File: src/rtl/jt49_dcdec_if.sv
// Output sample stream of jt49_dcdec.
//   dout       : signed 16-bit DC-removed sample at the FIFO head
//   dout_valid : FIFO non-empty, dout is meaningful
//   dout_ready : consumer accepts dout on a clock edge where dout_valid=1
// master = sample producer (jt49_dcdec), slave = sample consumer.
interface jt49_dcdec_if;
    logic [15:0] dout;
    logic        dout_valid;
    logic        dout_ready;

    modport master (output dout, output dout_valid, input dout_ready);
    modport slave  (input dout, input dout_valid, output dout_ready);
endinterface

File: src/rtl/jt49_dcdec.sv
// jt49_dcdec: decimating DC-blocker for the combined PSG output.
// Averages 2^DECIM_LOG2 input samples, subtracts a slowly tracking DC
// estimate and queues the result in a 2-entry FIFO.
// Ports:
//   clk        : clock, rising edge
//   rst_n      : asynchronous active-low reset
//   cen        : clock enable for sample acceptance
//   din        : unsigned 10-bit PSG sample
//   din_stb    : new-sample strobe (qualified by cen)
//   ovf        : sticky overflow, set when a sample is dropped
//   ovf_clr    : synchronous clear of ovf (a coincident set wins)
//   out_if     : output stream (dout / dout_valid / dout_ready)
module jt49_dcdec #(
    parameter int DECIM_LOG2 = 2,
    parameter int DC_SHIFT   = 8
) (
    input  logic              clk,
    input  logic              rst_n,
    input  logic              cen,
    input  logic [9:0]        din,
    input  logic              din_stb,
    output logic              ovf,
    input  logic              ovf_clr,
    jt49_dcdec_if.master      out_if
);
    // Phase counter keeps at least one bit so DECIM_LOG2=0 stays legal;
    // in that case LAST is 0 and every take is the final one.
    localparam int PW = (DECIM_LOG2 > 0) ? DECIM_LOG2 : 1;
    localparam int AW = 10 + DECIM_LOG2;
    localparam int DW = 10 + DC_SHIFT;
    localparam logic [PW-1:0] LAST = PW'((1 << DECIM_LOG2) - 1);

    logic          take, final_take;
    logic [PW-1:0] phase_q, phase_d;
    logic [AW-1:0] acc_q, acc_d, sum;
    logic [9:0]    avg, dc_int;
    logic [DW-1:0] dc_q, dc_d;
    logic [10:0]   y;
    logic [15:0]   sample;

    logic [15:0]   mem_q [2];
    logic [15:0]   mem_d [2];
    logic          wr_ptr_q, wr_ptr_d;
    logic          rd_ptr_q, rd_ptr_d;
    logic [1:0]    cnt_q, cnt_d;
    logic [15:0]   last_q, last_d;
    logic          ovf_q, ovf_d;
    logic          empty, full, pop, push_ok, drop;

    assign take       = cen & din_stb;
    assign final_take = take & (phase_q == LAST);

    // acc never overflows: at most (2^D - 1) * 1023 before the final add.
    assign sum    = acc_q + AW'(din);
    assign avg    = 10'(sum >> DECIM_LOG2);
    assign dc_int = dc_q[DW-1:DC_SHIFT];
    assign y      = {1'b0, avg} - {1'b0, dc_int};
    assign sample = {y, 5'b0};

    assign empty   = (cnt_q == 2'd0);
    assign full    = (cnt_q == 2'd2);
    assign pop     = ~empty & out_if.dout_ready;
    // A pop on the same edge frees the slot the write pointer lands on.
    assign push_ok = final_take & (~full | pop);
    assign drop    = final_take & full & ~pop;

    always_comb begin
        phase_d  = phase_q;
        acc_d    = acc_q;
        dc_d     = dc_q;
        mem_d    = mem_q;
        wr_ptr_d = wr_ptr_q ^ push_ok;
        rd_ptr_d = rd_ptr_q ^ pop;
        cnt_d    = cnt_q + {1'b0, push_ok} - {1'b0, pop};
        last_d   = pop ? mem_q[rd_ptr_q] : last_q;
        ovf_d    = ovf_q;

        if (take) begin
            phase_d = final_take ? '0 : phase_q + 1'b1;
            acc_d   = final_take ? '0 : sum;
        end
        // dc tracks even when the sample itself is dropped.
        if (final_take) begin
            dc_d = dc_q + DW'(avg) - DW'(dc_int);
        end
        if (push_ok) begin
            mem_d[wr_ptr_q] = sample;
        end

        if (drop) begin
            ovf_d = 1'b1;
        end else if (ovf_clr) begin
            ovf_d = 1'b0;
        end
    end

    always_ff @(posedge clk or negedge rst_n) begin
        if (!rst_n) begin
            phase_q  <= '0;
            acc_q    <= '0;
            dc_q     <= '0;
            mem_q[0] <= '0;
            mem_q[1] <= '0;
            wr_ptr_q <= 1'b0;
            rd_ptr_q <= 1'b0;
            cnt_q    <= 2'd0;
            last_q   <= '0;
            ovf_q    <= 1'b0;
        end else begin
            phase_q  <= phase_d;
            acc_q    <= acc_d;
            dc_q     <= dc_d;
            mem_q    <= mem_d;
            wr_ptr_q <= wr_ptr_d;
            rd_ptr_q <= rd_ptr_d;
            cnt_q    <= cnt_d;
            last_q   <= last_d;
            ovf_q    <= ovf_d;
        end
    end

    // While empty, dout holds the last popped sample (0 after reset).
    assign out_if.dout       = empty ? last_q : mem_q[rd_ptr_q];
    assign out_if.dout_valid = ~empty;
    assign ovf               = ovf_q;

endmodule

File: src/flat_wrapper.sv
// flat-port wrapper written by rule: the top's interface ports become plain ports
module jt49_dcdec_flat 
#(
    parameter int DECIM_LOG2 = 2,
    parameter int DC_SHIFT   = 8
)
  (clk, rst_n, cen, din, din_stb, ovf, ovf_clr, out_if_dout, out_if_dout_valid, out_if_dout_ready);
  jt49_dcdec_if out_if_i ();
  input  logic clk;
  input  logic rst_n;
  input  logic cen;
  input  logic [9:0] din;
  input  logic din_stb;
  output logic ovf;
  input  logic ovf_clr;
  output wire logic [$bits(out_if_i.dout)-1:0] out_if_dout;
  output wire logic [$bits(out_if_i.dout_valid)-1:0] out_if_dout_valid;
  input wire logic [$bits(out_if_i.dout_ready)-1:0] out_if_dout_ready;
  assign out_if_dout = out_if_i.dout;
  assign out_if_dout_valid = out_if_i.dout_valid;
  assign out_if_i.dout_ready = out_if_dout_ready;
  jt49_dcdec #(.DECIM_LOG2(DECIM_LOG2), .DC_SHIFT(DC_SHIFT)) u_core (.clk(clk), .rst_n(rst_n), .cen(cen), .din(din), .din_stb(din_stb), .ovf(ovf), .ovf_clr(ovf_clr), .out_if(out_if_i));
endmodule
File: config.mk
export PLATFORM = sky130hd
export DESIGN_NAME = jt49_dcdec_flat
export DESIGN_NICKNAME = d
export VERILOG_FILES = /design/src/rtl/jt49_dcdec_if.sv /design/src/rtl/jt49_dcdec.sv /design/src/flat_wrapper.sv
export SDC_FILE = /design/constraint.sdc
export NUM_CORES = 1
export LEC_CHECK = 0
export ABC_AREA = 1
export ABC_CLOCK_PERIOD_IN_PS = 4000
export CAP_MARGIN = 0
export CELL_PAD_IN_SITES_DETAIL_PLACEMENT = 1
export CELL_PAD_IN_SITES_GLOBAL_PLACEMENT = 1
export CORE_MARGIN = 1.5
export CORE_UTILIZATION = 30
export DETAILED_ROUTE_END_ITERATION = 8
export HOLD_SLACK_MARGIN = 0.15
export PLACE_DENSITY_LB_ADDON = 0.2
export SLEW_MARGIN = 20
export SYNTH_ARGS = -nofsm -noshare
export SYNTH_HDL_FRONTEND = slang
export SYNTH_SLANG_ARGS = --single-unit
File: constraint.sdc
create_clock -name clk -period 4 [get_ports clk]
set_input_delay 1 -clock clk [delete_from_list [all_inputs] [get_ports clk]]
set_output_delay 1 -clock clk [all_outputs]
set_load 0.02 [all_outputs]
# Word-level counts from Yosys, hierarchy flattened
# Cells that the tools add are included.
dict set report classes {
  add_sub_neg 7
  n_lt_le_gt_ge 3
  eq_ne 2
  muxes 11
  bitwise_logic 14
  n_reduce_logical 3
}
# operator n
set ops {}
lappend ops {{16-bit two-way mux} 5}
lappend ops {{32-bit bitwise mux} 1}
lappend ops {{18-bit by 10-bit adder with 18-bit output} 1}
lappend ops {{18-bit by 10-bit subtractor with 18-bit output} 1}
lappend ops {{16-bit demux with 1-bit select} 1}
lappend ops {{12-bit by 10-bit adder with 12-bit output} 1}
lappend ops {{12-bit two-way mux} 1}
lappend ops {{10-bit by 10-bit subtractor with 11-bit output} 1}
lappend ops {{1-bit AND} 6}
lappend ops {{2-bit equality test (second input constant)} 2}
lappend ops {{2-bit greater-or-equal comparator (second input constant)} 2}
lappend ops {{1-bit inverter with 2-bit output} 2}
lappend ops {{1-bit inverter} 3}
lappend ops {{2-bit by 1-bit adder with 2-bit output} 1}
lappend ops {{2-bit by 1-bit adder with 2-bit output (second input constant)} 1}
lappend ops {{2-bit logical NOT} 1}
lappend ops {{2-bit by 1-bit < comparator with 1-bit output (second input constant)} 1}
lappend ops {{1-bit two-way mux} 2}
lappend ops {{2-bit two-way mux} 1}
lappend ops {{2-bit nonzero test} 1}
lappend ops {{2-bit by 1-bit subtractor with 2-bit output} 1}
lappend ops {{1-bit XOR} 2}
lappend ops {{1-bit logical AND} 1}
lappend ops {{1-bit OR} 1}
dict set report totals {
  register_bits 85
  in_bits 16
  wordCells 50
}

# Longest topological paths before layout
# Gate-level depths: netlist (run 1).
dict set report logic_depth {
  depth_word 7
  ltp_mapped 21
}

# Least setup slack after synthesis (run 1)
# Ideal clock, no wire load.
dict set report synth_path {
  path_type {input port to flip-flop}
  from {in din[0]}
  to {reg u_core.dc_q[13]}
  setup_ns 0.117
  arrival_ns 3.666
  required_ns 3.883
  slack_ns 0.217
  path_stages 18
  n_path_buf 0
  path_cell_list {ha_1 > fa_1 > nand3_1 > nand3_2 > a21oi_1 > xor2_1 > inv_1 > fa_1 > ha_1 > nand2_1 > nor2_1 > nand3_1 > nand3_2 > nand2_1 > nand2_1 > nand2_1 > nand3_1 > nand2_1}
}
dict set report synth_between {
  elab_chain_cells 3
}
# item line_no
set synth_lines {}
lappend synth_lines {{from (decl)} flat_wrapper.sv:12} ;# input logic [9:0] din;
lappend synth_lines {{12-bit by 10-bit adder with 12-bit output} jt49_dcdec.sv:54} ;# assign sum = acc_q + AW'(din);
lappend synth_lines {{18-bit by 10-bit adder with 18-bit output} jt49_dcdec.sv:84} ;# dc_d = dc_q + DW'(avg) - DW'(dc_int);
lappend synth_lines {{18-bit by 10-bit subtractor with 18-bit output} jt49_dcdec.sv:84}
lappend synth_lines {{to (signal assigned)} jt49_dcdec.sv:101} ;# dc_q <= '0;
lappend synth_lines {{to (signal assigned)} jt49_dcdec.sv:112} ;# dc_q <= dc_d;
lappend synth_lines {{to (decl)} jt49_dcdec.sv:37} ;# logic [DW-1:0] dc_q, dc_d;
# No other way between the ends.
# A chain may end at the register's enable or synchronous reset.

# Worst setup path in the final report (run 1)
dict set report layout_path {
  from {in din[4]}
  to {reg u_core.dc_q[8]}
}
# Same word-level chain as after synthesis.

==> metrics.csv, run 1 <==
metric;value;unit
grt_pass1_wl;26100;um
ant_nets;0;
worst-path-max-fanout;4;
path_cells;clkdlybuf4s50_1 > ha_4 > nand2_1 > nor2_2 > nand2_1 > nand2_1 > xor2_2 > inv_2 > fa_1 > ha_4 > nand2_1 > nand2_1 > inv_2 > nor2_1 > nor2_1 > nand2_2 > xnor2_1 > o21ai_1;
dr.pass1.iters;5;
portBuffers;28;
numCtsBuffers;9;
yosysTopAreaCell;dfrtp_1;
cp.arrival;4.08;ns
path_buf_inv;3;
yosys_warnings;0;
htree_levels;3;
fmax;259;MHz
root_buffer;clkbuf_16;
regArea;0.00175;sq mm
synth_cell_types;35;
syn_avg_cell_area;7.32;sq um
clock_skew;0.0117;ns
route.detailed.drc;0;
core-area;0.0171;sq mm
fillers;2091;
ys.flop_type;dfrtp_1;
syn_area;0.00521;sq mm
setup_viol;0;
critPathRequiredTime;4.22;ns
crit_family;adder cells;
finalMaxSlewViolations;0;
nets;870;
synth_top_area_share;33.6;%
design_area;0.00682;sq mm
area_growth;30.9;%
tightest_slew;0.970;ns
ys_seq_area_share;33.6;%
synth_edf_count;0;
min_path_type;reg -> reg;
outcome;completed;
critPathLaunchType;primary input;
dieHeight;135;um
yosysMostFrequentCell;nand2_1;
cp_common_cell;nand2_1;
dieArea;0.0182;sq mm
netlist_top_cells_count;235 x nand2_1, 103 x inv_1, 70 x dfrtp_1, 61 x o21ai_0, 42 x ha_1;
path_clk_slew;0.07;ns
antenna_found_initial;0;
grt_use_total;18.5;%
cpMaxStageDelayCell;fa_1;
diodes;0;
setup_tns;0;ns
drive_above_1_share;20.0;%
fin_crit_sh;96.5;%
ys_ff_latch;70;
wirelength;15700;um
synthTopCellsByArea;dfrtp_1 34%, nand2_1 17%, ha_1 10%;
cts_buffer_depth;2;
grt_setup_unrepaired;yes;
drv_cap;0;
wl_per_cell;15.2;um
start_util;30.4;%
gp_congestion;0.875;
crit_type;in -> reg;
die_x;135;um
dp_hpwl;12200;um
cts_tree;done;
syn_inst;712;
grt.overflow.total;0;
grt_pass1_vias;5245;
grt_max_degree;71;
insertion_delay;0.35;ns
hold_viol;0;
critPathMaxStageDelay;0.60;ns
place_area;0.00612;sq mm
rows;48;
async_flop_share;100;%
holdWs;0.481;ns
cts_sinks;70;
vias;4851;
min_period;3.86;ns
slew-limit-headroom;35.3;%
multi_input_area;0.00336;sq mm
drtIter0Drc;179;
via_per_inst;4.71;
pin_count;34;
critPathCaptureType;flop;
[sequential cells by signal, indices dropped and copies added, names as in the netlist]
| name | count |
|---|---|
| u_core.mem_q | 22 |
| u_core.dc_q | 18 |
| u_core.acc_q | 12 |
| u_core.last_q | 11 |
| u_core.cnt_q | 2 |
| u_core.phase_q | 2 |
| u_core.ovf | 1 |
| u_core.rd_ptr_q | 1 |
| u_core.wr_ptr_q | 1 |
[cells in the final DEF (no fill, tap or decap), types with 4 or more instances in the layout]
master           netlist  final
a21oi_1               26     18
a21oi_2                1      7
buf_4                  5     62
clkbuf_16              0      9
clkdlybuf4s50_1        0     24
conb_1                 1      5
dfrtp_1               70     70
fa_1                  12     10
ha_1                  42     26
ha_4                   0     15
inv_1                103    100
inv_2                  2      5
inv_6                  0      4
nand2_1              235    221
nand2_2                5     18
nand3_1               34     30
nand3_2                5      8
nand3b_1               9      9
nand4_1                6      6
nor2_1                31     24
nor2_2                 2      7
o21ai_0               61     59
o21ai_1                7      6
o21ai_2                5      8
xnor2_1               13     13
xor2_1                10      9
[per-stage QoR]
| stage | std cells | setup slack [ns] | utilization [%] |
|---|---|---|---|
| 6_report | 1030 | 0.139 | 39.8 |
| 3_3_place_gp | 1009 | -0.422 | 35.8 |
| 4_1_cts | 1027 | 0.00851 | 38.4 |
| 2_1_floorplan | 716 | 0.217 | - |
| 3_5_place_dp | 1009 | -0.566 | 35.8 |
| 5_1_grt | 1030 | -0.0735 | 39.8 |
[layer usage]
metal	vias to the layer above	global-route usage, %	routed length, um
met3	23	2.70	364
met5	-	0	0
met4	0	7.05	320
li1	2424	-	-
met1	2362	22.8	7100
met2	42	32.6	7920
[logic make-up after synthesis]
logic type | count (synthesis) | synth area share (%)
xor+xnor | 24 | 4.18
mux | 1 | 0.216
fa+ha+maj | 54 | 14.7
flops | 70 | 33.6
simple gates | 333 | 27.0
other cells | 1 | 0.0720
compound gates | 106 | 10.9
buf+inv | 123 | 9.36
[path summary, 6_finish.rpt]
check                                 from               end  slack [ns]  cells past startpoint
setup / recovery                    din[4]    u_core.dc_q[8]        0.14                     18
hold / removal              u_core.dc_q[0]    u_core.dc_q[0]        0.48                      2
setup reg to reg           u_core.acc_q[0]   u_core.dc_q[17]        0.68                     20
hold reg to reg             u_core.dc_q[0]    u_core.dc_q[0]        0.48                      2
max in group asynchronous            rst_n  u_core.mem_q[12]        2.57                      1
min in group asynchronous            rst_n   u_core.acc_q[0]        0.81                      1
[layout make-up]
cell class / count / share of cell area [%]
tap: 225 / 4.13
inverter: 107 / 5.89
clock inverter: 7 / 0.899
timing repair buffer: 89 / 10.8
sequential: 70 / 25.7
clock buffer: 9 / 3.30
multi-input combinational: 523 / 49.2
[worst min-delay path, stage by stage (launching register included)]
cell,delay [ns]
dfrtp_1,0.35
nand2_1,0.06
nand2_1,0.05
[repair_timing]
item                                    CTS  global route
hold buffers                              0             0
buffers inserted                          2             3
endpoints found under the setup margin   13            15
resized for setup                        31            42
pin swaps                                14             9
Power of run 1 is not shown: default switching activity piles up to over one toggle a cycle in this logic, so the estimate is an artifact.
==> inputs of run 2 (changes only) <==
- ABC_AREA: 1 -> not set
- CAP_MARGIN: 0 -> not set
- MAX_ROUTING_LAYER: not set -> met4
==> run 2 against run 1 <==
Compared with the run above:
- the run now ends with negative setup slack left
- global-route usage rose by 0.92 points
- largest cell class unchanged
- clock-buffer cell count unchanged
- register-to-register slack worse by 0.75 ns
==> metrics.csv, run 2 <==
metric;value;unit;change
synth_edf_count;0;;unchanged
nets;765;;was 870
hold_viol;0;;unchanged
multi_input_area;0.00363;sq mm;was 0.00336 sq mm
synthTopCellsByArea;dfrtp_1 35%, ha_1 10%, fa_1 4.7%;;was dfrtp_1 34%, nand2_1 17%, ha_1 10%
grt_pass1_wl;26200;um;was 26,100 um
critPathLaunchType;primary input;;unchanged
violations;negative setup slack;;
htree_levels;3;;unchanged
worst-path-max-fanout;3;;was 4
critPathRequiredTime;4.27;ns;was 4.22 ns
root_buffer;clkbuf_16;;unchanged
worst_slack;-0.307;ns;was 0.139 ns
yosysMostFrequentCell;dfrtp_1;;was nand2_1
route.detailed.drc;0;;unchanged
finalMaxSlewViolations;0;;unchanged
rows;47;;was 48
cp_common_cell;ha_4;;was nand2_1
via_per_inst;5.11;;was 4.71
wirelength;16200;um;was 15,700 um
grt_pass1_vias;5015;;was 5,245
crit_type;in -> reg;;unchanged
vias;4700;;was 4,851
mostFrequentLayoutCells;102 x buf_4, 70 x dfrtp_1, 54 x nand2_1;;was 221 x nand2_1, 100 x inv_1, 70 x dfrtp_1
fmax;232;MHz;was 259 MHz
insertion_delay;0.34;ns;was 0.35 ns
grt_use_total;19.4;%;was 18.5%
grt.overflow.total;0;;unchanged
path_cells;buf_8 > ha_4 > a211o_1 > o211ai_1 > a211oi_4 > o311a_1 > o21ai_2 > xor2_2 > fa_1 > inv_2 > ha_4 > and3_4 > nand3_2 > or3_4 > a2111oi_4 > nand2b_4 > nand4bb_1;;was clkdlybuf4s50_1 > ha_4 > nand2_1 > nor2_2 > nand2_1 > nand2_1 > xor2_2 > inv_2 > fa_1 > ha_4 > nand2_1 > nand2_1 > inv_2 > nor2_1 > nor2_1 > nand2_2 > xnor2_1 > o21ai_1
cp.arrival;4.58;ns;was 4.08 ns
dieHeight;133;um;was 135 um
numCtsBuffers;9;;unchanged
ys_ff_latch;70;;unchanged
utilization;43.8;%;was 39.8%
setup_viol;10;;was 0
yosys_warnings;0;;unchanged
async_flop_share;100;%;unchanged
dieArea;0.0177;sq mm;was 0.0182 sq mm
diodes;0;;unchanged
wl_per_cell;17.7;um;was 15.2 um
drv_cap;0;;unchanged
min_path_type;reg -> reg;;unchanged
syn_inst;565;;was 712
cts_buffer_depth;2;;unchanged
top_register;u_core.mem_q;;unchanged
drtIter0Drc;138;;was 179
path_clk_slew;0.06;ns;was 0.07 ns
busiest_layer;met2;;unchanged
tightest_slew;0.936;ns;was 0.970 ns
largest_register_ffs;22;;unchanged
syn_area;0.00508;sq mm;was 0.00521 sq mm
dr.pass1.iters;4;;was 5
slew-limit-headroom;37.6;%;was 35.3%
grt_use_met2;33.0;%;was 32.6%
antenna_found_initial;0;;unchanged
cts_tree;done;;unchanged
drive_above_1_share;32.0;%;was 20.0%
outcome;finished with violations;;was completed
cts_sinks;70;;unchanged
grt_max_degree;39;;was 71
setup_tns;-1.75;ns;was 0 ns
cpMaxStageDelayCell;fa_1;;unchanged
synth_cell_types;63;;was 35
grt_setup_unrepaired;yes;;unchanged
netlist_top_cells_count;70 x dfrtp_1, 56 x nand2_1, 42 x ha_1, 42 x inv_1, 39 x a21oi_1;;was 235 x nand2_1, 103 x inv_1, 70 x dfrtp_1, 61 x o21ai_0, 42 x ha_1
critPathMaxStageDelay;0.52;ns;was 0.60 ns
dp_hpwl;11900;um;was 12,200 um
fillers;1899;;was 2,091
start_util;30.6;%;was 30.4%
min_period;4.31;ns;was 3.86 ns
ys_seq_area_share;34.5;%;was 33.6%
fin_crit_sh;108;%;was 96.5%
area_growth;43.2;%;was 30.9%
met1_usage;23.9;%;was 22.8%
syn_avg_cell_area;8.98;sq um;was 7.32 sq um
yosysTopAreaCell;dfrtp_1;;unchanged
pin_count;34;;unchanged
synth_top_area_share;34.5;%;was 33.6%
layout_commonest_cell;buf_4;;was nand2_1
die_x;133;um;was 135 um
regArea;0.00175;sq mm;unchanged
biggestRegsByFlops;u_core.mem_q x22, u_core.dc_q x18, u_core.acc_q x12;;unchanged
grtUsageMet3;2.30;%;was 2.70%
ant_nets;0;;unchanged
clock_skew;0.00908;ns;was 0.0117 ns
ys.flop_type;dfrtp_1;;unchanged
gp_congestion;0.883;;was 0.875
portBuffers;28;;unchanged
core-area;0.0166;sq mm;was 0.0171 sq mm
critPathCaptureType;flop;;unchanged
[run 2: what timing repair did]
| action | 4_1_cts | 5_1_grt |
|---|---|---|
| endpoints found under the setup margin | 22 | 12 |
| pin swaps | 38 | 41 |
| resized for setup | 67 | 45 |
| hold buffers | 0 | 0 |
| endpoints found under the hold margin | 0 | 0 |
| buffers inserted | 15 | 8 |
[run 2: cell type report]
type                       count  area share (%)
inverter                      45            2.32
tap                          220            3.79
clock buffer                   9            3.10
timing repair buffer         138            15.6
multi-input combinational    431            49.9
clock inverter                 6            1.20
sequential                    70            24.1
[run 2: worst max-delay path: cells and delay by family]
| family | cells | cell delay [ns] |
|---|---|---|
| buffers and inverters | 2 | 0.16 |
| AO/OA/AOI/OAI | 6 | 1.44 |
| adder cells (fa/ha/maj) | 3 | 1.00 |
| XOR/XNOR | 1 | 0.09 |
| AND/OR/NAND/NOR | 5 | 0.89 |
[run 2: cells by family (layout without fill, tap and decap cells)]
family | count (synthesis) | in the layout | synth area share, %
compound gates | 162 | 162 | 20.5
xor+xnor | 19 | 19 | 3.28
fa+ha+maj | 54 | 54 | 15.1
buf+inv | 68 | 198 | 5.52
flops | 70 | 70 | 34.5
mux | 26 | 26 | 5.40
other cells | 1 | 5 | 0.0739
simple gates | 165 | 165 | 15.7
[run 2: metrics by stage]
step | area (sq um) | setup WS (ns) | instances | hold slack, ns
after global routing | 7270 | -0.448 | 919 | 0.509
after global placement | 6340 | -1.05 | 882 | 0.461
after detailed placement | 6340 | -1.16 | 882 | 0.471
final | 7270 | -0.307 | 919 | 0.481
after CTS | 6970 | -0.473 | 912 | 0.484
after floorplan | 5230 | -0.361 | 569 | 0.448
[run 2: final timing paths]
kind	startpoint	to	slack, ns	depth (start not counted)
setup / recovery	din[1]	u_core.dc_q[17]	-0.31	17
hold / removal	u_core.mem_q[22]	u_core.mem_q[22]	0.48	2
setup reg to reg	u_core.acc_q[1]	u_core.dc_q[17]	-0.07	16
hold reg to reg	u_core.mem_q[22]	u_core.mem_q[22]	0.48	2
max in group asynchronous	rst_n	u_core.last_q[10]	2.49	2
min in group asynchronous	rst_n	u_core.last_q[15]	0.80	1
[run 2: routing by layer]
| layer | wire (um) | vias up |
|---|---|---|
| li1 | - | 2261 |
| met1 | 7170 | 2367 |
| met2 | 8390 | 53 |
| met3 | 386 | 19 |
| met4 | 305 | 0 |
| met5 | 0 | - |
Power of run 2 is left out for the same reason.
